<file path="config.mk">
export PLATFORM = sky130hd
export DESIGN_NAME = rom_arbiter
export DESIGN_NICKNAME = d
export VERILOG_FILES = /design/src/rtl/rom_arb_pkg.sv /design/src/rtl/rom_rsp_slot.sv /design/src/rtl/rom_arbiter.sv
export SDC_FILE = /design/constraint.sdc
export NUM_CORES = 1
export LEC_CHECK = 0
export ABC_AREA = 1
export CAP_MARGIN = 20
export CORE_ASPECT_RATIO = 0.5
export CORE_MARGIN = 1.5
export CORE_UTILIZATION = 25
export DETAILED_ROUTE_END_ITERATION = 6
export PLACE_DENSITY_LB_ADDON = 0.05
export SYNTH_ARGS = -nofsm -noshare
export SYNTH_HDL_FRONTEND = slang
export SYNTH_SLANG_ARGS = --single-unit
</file>
<file path="constraint.sdc">
create_clock -name clk -period 3.1 [get_ports clk]
set_clock_uncertainty 0.2 [all_clocks]
set_input_delay 0.31 -clock clk [delete_from_list [all_inputs] [get_ports clk]]
set_output_delay 0.31 -clock clk [all_outputs]
set_load 0.01 [all_outputs]
</file>
<file path="src/rtl/rom_arb_pkg.sv">
// Shared types and constants for the two-requester ROM arbiter.
package rom_arb_pkg;

    // Per-requester response slot state.
    typedef enum logic [1:0] {
        IDLE     = 2'd0,
        INFLIGHT = 2'd1,
        HELD     = 2'd2
    } slot_state_t;

    // Requester indices, also the encoding of last_grant.
    localparam logic REQ0 = 1'b0;
    localparam logic REQ1 = 1'b1;

    // Round-robin pick between two candidates; on contention the one that
    // was not granted last wins. With no candidates the result is REQ0.
    function automatic logic rr_pick(input logic cand0, input logic cand1,
                                     input logic last_grant);
        if (cand0 && cand1)
            return (last_grant == REQ1) ? REQ0 : REQ1;
        else if (cand1)
            return REQ1;
        else
            return REQ0;
    endfunction

endpackage

</file>
<file path="src/rtl/rom_rsp_slot.sv">
// One requester's response slot: tracks an outstanding ROM read, holds the
// returned word while the consumer stalls, and reports whether a new read
// may be accepted this cycle.
module rom_rsp_slot
    import rom_arb_pkg::*;
#(
    parameter int DATA_W = 32
) (
    input  logic              clk,
    input  logic              reset,
    input  logic              accept,
    input  logic              rsp_ready,
    input  logic [DATA_W-1:0] rom_dout,
    output logic              rsp_valid,
    output logic [DATA_W-1:0] rsp_data,
    output logic              eligible
);

    slot_state_t       state, state_nxt;
    logic              capture;
    logic [DATA_W-1:0] hold_q;

    // Slot state register; reset drops any in-flight or held response.
    always_ff @(posedge clk) begin
        if (reset)
            state <= IDLE;
        else
            state <= state_nxt;
    end

    // Hold register grabs the ROM word when the consumer stalls on it.
    always_ff @(posedge clk) begin
        if (capture)
            hold_q <= rom_dout;
    end

    // Next-state logic; a drain and a new accept may occur in the same cycle.
    always_comb begin
        state_nxt = state;
        capture   = 1'b0;
        case (state)
            IDLE: begin
                if (accept)
                    state_nxt = INFLIGHT;
            end
            INFLIGHT: begin
                if (rsp_ready) begin
                    state_nxt = accept ? INFLIGHT : IDLE;
                end else begin
                    state_nxt = HELD;
                    capture   = 1'b1;
                end
            end
            HELD: begin
                if (rsp_ready)
                    state_nxt = accept ? INFLIGHT : IDLE;
            end
            default: state_nxt = IDLE;
        endcase
    end

    assign rsp_valid = (state == INFLIGHT) || (state == HELD);
    assign rsp_data  = (state == HELD) ? hold_q : rom_dout;
    assign eligible  = (state == IDLE) || rsp_ready;

endmodule

</file>
<file path="src/rtl/rom_arbiter.sv">
// Round-robin arbiter sharing one registered-address ROM between two read
// requesters, with a one-deep response slot per requester.
module rom_arbiter
    import rom_arb_pkg::*;
#(
    parameter int ADDR_W = 10,
    parameter int DATA_W = 32
) (
    input  logic              clk,
    input  logic              reset,

    input  logic              r0_req_valid,
    input  logic [ADDR_W-1:0] r0_req_addr,
    output logic              r0_req_ready,
    output logic              r0_rsp_valid,
    output logic [DATA_W-1:0] r0_rsp_data,
    input  logic              r0_rsp_ready,

    input  logic              r1_req_valid,
    input  logic [ADDR_W-1:0] r1_req_addr,
    output logic              r1_req_ready,
    output logic              r1_rsp_valid,
    output logic [DATA_W-1:0] r1_rsp_data,
    input  logic              r1_rsp_ready,

    output logic [ADDR_W-1:0] rom_address,
    input  logic [DATA_W-1:0] rom_dout
);

    logic              elig0, elig1;
    logic              cand0, cand1;
    logic              grant_idx;
    logic              accept0, accept1, any_accept;
    logic              last_grant;
    logic [ADDR_W-1:0] rom_addr_q;

    assign cand0 = r0_req_valid && elig0;
    assign cand1 = r1_req_valid && elig1;

    // Combinational round-robin selection among valid, eligible requesters.
    always_comb begin
        grant_idx = rr_pick(cand0, cand1, last_grant);
    end

    // No grants while reset is held so nothing is launched into a slot that
    // is being cleared.
    assign r0_req_ready = !reset && elig0 && (grant_idx == REQ0);
    assign r1_req_ready = !reset && elig1 && (grant_idx == REQ1);

    assign accept0    = r0_req_valid && r0_req_ready;
    assign accept1    = r1_req_valid && r1_req_ready;
    assign any_accept = accept0 || accept1;

    // The ROM address only moves on an accept, otherwise it parks on the
    // last address driven.
    assign rom_address = !any_accept ? rom_addr_q :
                         accept1     ? r1_req_addr : r0_req_addr;

    // Last-grant and parked ROM address, updated on every accepted request.
    always_ff @(posedge clk) begin
        if (reset) begin
            last_grant <= REQ1;
            rom_addr_q <= '0;
        end else if (any_accept) begin
            last_grant <= accept1 ? REQ1 : REQ0;
            rom_addr_q <= rom_address;
        end
    end

    rom_rsp_slot #(.DATA_W(DATA_W)) u_slot0 (
        .clk       (clk),
        .reset     (reset),
        .accept    (accept0),
        .rsp_ready (r0_rsp_ready),
        .rom_dout  (rom_dout),
        .rsp_valid (r0_rsp_valid),
        .rsp_data  (r0_rsp_data),
        .eligible  (elig0)
    );

    rom_rsp_slot #(.DATA_W(DATA_W)) u_slot1 (
        .clk       (clk),
        .reset     (reset),
        .accept    (accept1),
        .rsp_ready (r1_rsp_ready),
        .rom_dout  (rom_dout),
        .rsp_valid (r1_rsp_valid),
        .rsp_data  (r1_rsp_data),
        .eligible  (elig1)
    );

endmodule
</file>
Yosys cells after proc, flatten, opt, wreduce, memory -nomap -nowiden. Cells that the tools add are included.

Bitwise gates (word level): 1. Div/mod/pow operators: 0. Add/sub/neg operators: 0. Magnitude comparators: 0. Muxes and demuxes: 22. Shifts and indexed selects: 0. Equality and inequality tests: 8. Reduce and logical (&&, ||, !) cells: 19. $mul: 0.

Operators with widths (count): two-way mux 32 bit (2); two-way mux 10 bit (2); two-way mux 2 bit (6); one-hot mux 2 bit (3 select lines) (2); two-way mux 1 bit (10); logical AND 1 bit (9); inequality test 2 bit (second input constant) (4); logical OR 1 bit (5); equality test 2 x 1 -> 1 bit (second input constant) (2); equality test 2 bit (second input constant) (2); logical NOT 2 bit (2); AND reduction 2 bit (2); logical NOT 1 bit (1); inverter 1 bit (1).

Output and inout bits: 78. Latch bits: 0. Memories: 0. Bits in registers: 79. ROM bits: 0. Memory bits (writable): 0. Bits of input ports: 58.

Longest topological paths before layout. Gate-level depths: netlist (run 1).

Depth in word-level cells: 11. Depth in mapped cells: 12. Depth with buffers taken out: 11.

By module. From an unflattened synthesis (run 1), not the netlist that was laid out.

Cell total of the unflattened synthesis: 325. Area total of the unflattened synthesis: 4167.7 um^2.

By module, submodules not included: rom_rsp_slot (cells each 95, area each 1684.1 um^2, instances 2); rom_arbiter (cells each 135, area each 799.5 um^2, instances 1).

Least setup slack after synthesis (run 1). Ideal clock, no wire load.

Path type: reg2reg. Start point: register u_slot1.state[1]. End point: register u_slot1.hold_q[0], enable pin. Cell stages (with the launch flop): 5. Path buffers: 0. Data arrival time: 1.954 ns. Path slack: 0.523 ns. Period minus slack after synthesis: 2.577 ns. Cells stage by stage: dfxtp_1 > inv_1 > ha_1 > inv_1 > nor2_1.

Cells in the longest elaborated chain, start to end: 2.

Ends and longest elaborated chain: start: declaration (RTL line rom_rsp_slot.sv:19) `slot_state_t state, state_nxt;`; start signal: assignment (RTL line rom_rsp_slot.sv:28) `state <= state_nxt;`; equality test 2 x 1 -> 1 bit (RTL line rom_rsp_slot.sv:41) `case (state)`; two-way mux 1 bit (RTL line rom_rsp_slot.sv:41); net u_slot1.capture (RTL line rom_rsp_slot.sv:20) `logic capture;`; end signal: assignment (RTL line rom_rsp_slot.sv:34) `hold_q <= rom_dout;`; end: declaration (RTL line rom_rsp_slot.sv:21) `logic [DATA_W-1:0] hold_q;`.

The timed path passes the listed nets, and every way through them passes these cells. A chain may end at the register's enable or synchronous reset.

Worst setup path after layout (run 1).
Start point: register u_slot0.state[1]. End point: output port rom_address[6].

Cells in the longest elaborated chain, start to end: 10. Elaborated cells between the ends (all ways): 14.

Ends and longest elaborated chain: start: declaration (RTL line rom_rsp_slot.sv:19); start signal: assignment (RTL line rom_rsp_slot.sv:28); logical NOT 2 bit (*) (RTL line rom_rsp_slot.sv:64) `assign eligible = (state == IDLE) || rsp_ready;`; logical OR 1 bit (*) (RTL line rom_rsp_slot.sv:64); logical AND 1 bit (RTL line rom_arbiter.sv:37) `assign cand0 = r0_req_valid && elig0;`; logical AND 1 bit (RTL line rom_arb_pkg.sv:19) `if (cand0 && cand1)`; two-way mux 1 bit (RTL line rom_arb_pkg.sv:19); inverter 1 bit (RTL line rom_arbiter.sv:47) `assign r0_req_ready = !reset && elig0 && (grant_idx == REQ0);`; logical AND 1 bit (RTL line rom_arbiter.sv:47); logical AND 1 bit (RTL line rom_arbiter.sv:50) `assign accept0 = r0_req_valid && r0_req_ready;`; logical OR 1 bit (RTL line rom_arbiter.sv:52) `assign any_accept = accept0 || accept1;`; two-way mux 10 bit (*) (RTL line rom_arbiter.sv:56) `assign rom_address = !any_accept ? rom_addr_q :`; end: declaration (RTL line rom_arbiter.sv:26) `output logic [ADDR_W-1:0] rom_address,`.

Every way passes the cells marked *; elsewhere a longest branch is shown, timed or not.

==> results of run 1 <==
area by class of cell:
class,instances,area share (%)
Clock buffer,11,4.137
Sequential cell,79,39.57
Multi-Input combinational cell,231,21.49
Clock inverter,5,1.045
Timing Repair Buffer,146,25.87
Tap cell,198,4.404
Inverter,51,3.492
logic make-up (layout without fill, tap and decap cells):
| group | Yosys count | after routing | share of synthesized area (%) |
|---|---|---|---|
| and+or+nand+nor | 133 | 133 | 14.96 |
| AOI/OAI and AO/OA | 90 | 90 | 14.35 |
| DFF | 79 | 79 | 59.84 |
| buffers and inverters | 70 | 213 | 8.153 |
| adders and majority gates | 8 | 8 | 2.696 |
worst min-delay path by stage:
| stage | from | end | slack, ns | cells after the start |
|---|---|---|---|---|
| after floorplan | rom_dout[0] | u_slot0.hold_q[0] | 0.21 | 0 |
| after global placement | rom_addr_q[7] | rom_addr_q[7] | 0.28 | 2 |
| after detailed placement | rom_addr_q[2] | rom_addr_q[2] | 0.27 | 2 |
| after CTS | rom_addr_q[2] | rom_addr_q[2] | 0.28 | 2 |
| after global routing | u_slot1.state[1] | u_slot1.state[1] | 0.31 | 2 |
| final | rom_addr_q[2] | rom_addr_q[2] | 0.28 | 2 |
layout by cell type (no fill, tap or decap):
cell and n:
buf_4 9, o211ai_2 5, o2111ai_1 2, nor2_2 1, ha_1 6, edfxtp_1 64, bufinv_16 1, clkbuf_1 2
nand3_4 1, nand3_1 1, nand2_2 4, o21ai_0 65, nor2_1 1, buf_12 1, clkbuf_16 9, ha_2 2
nand4_1 1, a21boi_1 1, clkinvlp_4 2, inv_4 2, dfxtp_1 12, dfxtp_2 3, inv_1 47, nor2_4 3
a21oi_1 7, o21bai_1 2, a21oi_2 8, dlymetal6s2s_1 2, clkinv_4 1, clkdlybuf4s50_1 133, nand2_1 115, or2_2 1
nand3_2 1, or2_1 4, buf_6 1, clkinv_2 1, inv_2 2
state kept, by name, summed over array words and instances (netlist names):
name and count:
u_slot1.state 2, u_slot0.hold_q 32, u_slot0.state 2, u_slot1.hold_q 32, last_grant 1, rom_addr_q 10
what timing repair did:
item	4_1_cts	5_1_grt
resized for setup	0	9
setup buffers	0	2
endpoints found under the setup margin	0	10
hold buffers	0	0
power by group:
| group | leakage, nW | internal, mW | switching [mW] |
|---|---|---|---|
| Combinational | 1.24 | 0.232 | 0.196 |
| Clock | 0.136 | 0.624 | 0.409 |
| Sequential | 0.704 | 1.18 | 0.00950 |
critical path, delay by kind of cell, from the launching register on:
kind	cells	cell delay, ns
buf+inv	4	0.83
fa+ha+maj	1	0.22
simple gates	5	0.56
flops	1	0.39
compound gates	1	0.08
metal layers:
layer	part of all wire [%]	wire length [um]	global-route usage [%]
met3	7.1	643	4.634
met5	0	0	0
met2	46	4191	19.77
met1	46	4154	14.52
met4	0.82	74	3.030
per-stage QoR:
stage | util (%) | cells | instance area, um2
after global placement | 36.64 | 703 | 5301
after global routing | 38.88 | 721 | 5625
after CTS | 38.66 | 719 | 5593
after floorplan | - | 380 | 3714
final | 38.88 | 721 | 5625
after detailed placement | 36.64 | 703 | 5301
==> flow_summary.json, run 1 <==
{
  "synth.area.top_cells": "edfxtp_1 (52%), nand2_1 (12%), o21ai_0 (8.8%), dfxtp_1 (8.1%), inv_1 (4.8%)",
  "syn_area_per_cell_um2": 9.773,
  "wl_per_cell_um": 12.57,
  "syn_area_mm2": 0.003714,
  "critPathKind": "reg -> out",
  "dominantRegCellSynth": "edfxtp_1",
  "portBuffers": 135,
  "arrival_ns": 2.41,
  "multi_input_area_mm2": 0.001209,
  "drt_pass1_iterations": 4,
  "track_usage_pct": 11.83,
  "n_antenna_cell": 0,
  "syn_to_final_growth_pct": 51.48,
  "worstRegToRegCells": 10,
  "dp_hpwl_um": 6313,
  "synth_async_sr_flop_share_pct": 0,
  "core_area_mm2": 0.01447,
  "period_share_pct": 94.09,
  "power_mw": 2.655,
  "crit_start": "u_slot0.state[1]",
  "vdd_ir_drop_max_mv": 0.2178,
  "die_w_um": 175.4,
  "fin_nets": 584,
  "yosys-top-cells-count": "nand2_1 (115), o21ai_0 (65), edfxtp_1 (64)",
  "worst-slew-pin-transition_ns": 0.5092,
  "die_h_um": 89.18,
  "critPathLaunchType": "flop",
  "crit_path_top_delay_cell": "clkdlybuf4s50_1",
  "crit_path_frequent_cell": "nand2_1",
  "cts_buffer_depth": 2,
  "finalMaxSlewViolations": 0,
  "clk_latency_ns": 0.33,
  "pin_count": 136,
  "dieArea_mm2": 0.01564,
  "vias": 2982,
  "synth-seq-cells": 79,
  "first_global_vias": 2767,
  "cts_sinks": 79,
  "status": "completed",
  "grt.overflow.total": 0,
  "grt_antenna_before_repair": 0,
  "cts_made_buffers": 9,
  "whs_ns": 0.2768,
  "path_clk_slew_ns": 0.06,
  "ff2ff_setup_slack_ns": 1.19,
  "gp_congestion": 0.6581,
  "synth_edf_count": 64,
  "hold_class": "reg -> reg",
  "r2r-start": "u_slot0.state[1]",
  "grt_pass1_wl_um": 13990,
  "yosysWarningCount": 0,
  "path_cells": "inv_1 > ha_1 > inv_2 > nand2_1 > nand2_2 > nand3_4 > buf_4 > or2_1 > o211ai_2 > nand2_1 > clkdlybuf4s50_1",
  "maxCapViolCount": 0,
  "htree_levels": 3,
  "hold_violations": 0,
  "rows": 31,
  "fin_setup_tns_ns": 0,
  "drive_gt1_share_pct": 11.09,
  "p_leak_nw": 2.075,
  "cts_tree": "done",
  "synth.distinct_cells": 26,
  "cts_root_buffer": "clkbuf_16",
  "ant_nets": 0,
  "yosysSeqAreaShare_pct": 59.84,
  "grt_setup_unrepaired": "yes",
  "drc": 0,
  "grt_max_degree": 36,
  "dp_worst_setup_slack_ns": 0.1779,
  "slowest_delay_ns": 0.49,
  "drt-initial-drc-count": 121,
  "crit_required_ns": 2.59,
  "syn_inst": 380,
  "setup_ws_ns": 0.1832,
  "synth_fp_nets": 446,
  "via_per_inst": 4.136,
  "crit_path_end": "rom_address[6]",
  "synth_top_area_share_pct": 51.75,
  "r2r_end": "rom_addr_q[7]",
  "fmax_ghz": 0.3428,
  "cellPowerDensity_mw_per_mm2": 471.9,
  "endpoint_kind": "primary output",
  "start_util_pct": 25.67,
  "setup_violations": 0,
  "max_slew_margin_pct": 66.05,
  "fillers": 1431,
  "synth_top_area_cell": "edfxtp_1",
  "synth_most_common_cell": "nand2_1",
  "critPathMaxFanout": 7,
  "finalWirelength_um": 9062,
  "period_minus_slack_ns": 2.917,
  "register_area_mm2": 0.002226
}
Note: power is estimated with default switching activity, not from simulation.
==> inputs of run 2 (changes only) <==
--- a/config.mk
+++ b/config.mk
@@ -12,6 +12,7 @@
 export CORE_UTILIZATION = 25
 export DETAILED_ROUTE_END_ITERATION = 6
 export PLACE_DENSITY_LB_ADDON = 0.05
+export SLEW_MARGIN = 20
 export SYNTH_ARGS = -nofsm -noshare
 export SYNTH_HDL_FRONTEND = slang
 export SYNTH_SLANG_ARGS = --single-unit
==> results of run 2 <==
No change in the layout: final DEF, timing and power equal those of run 1.
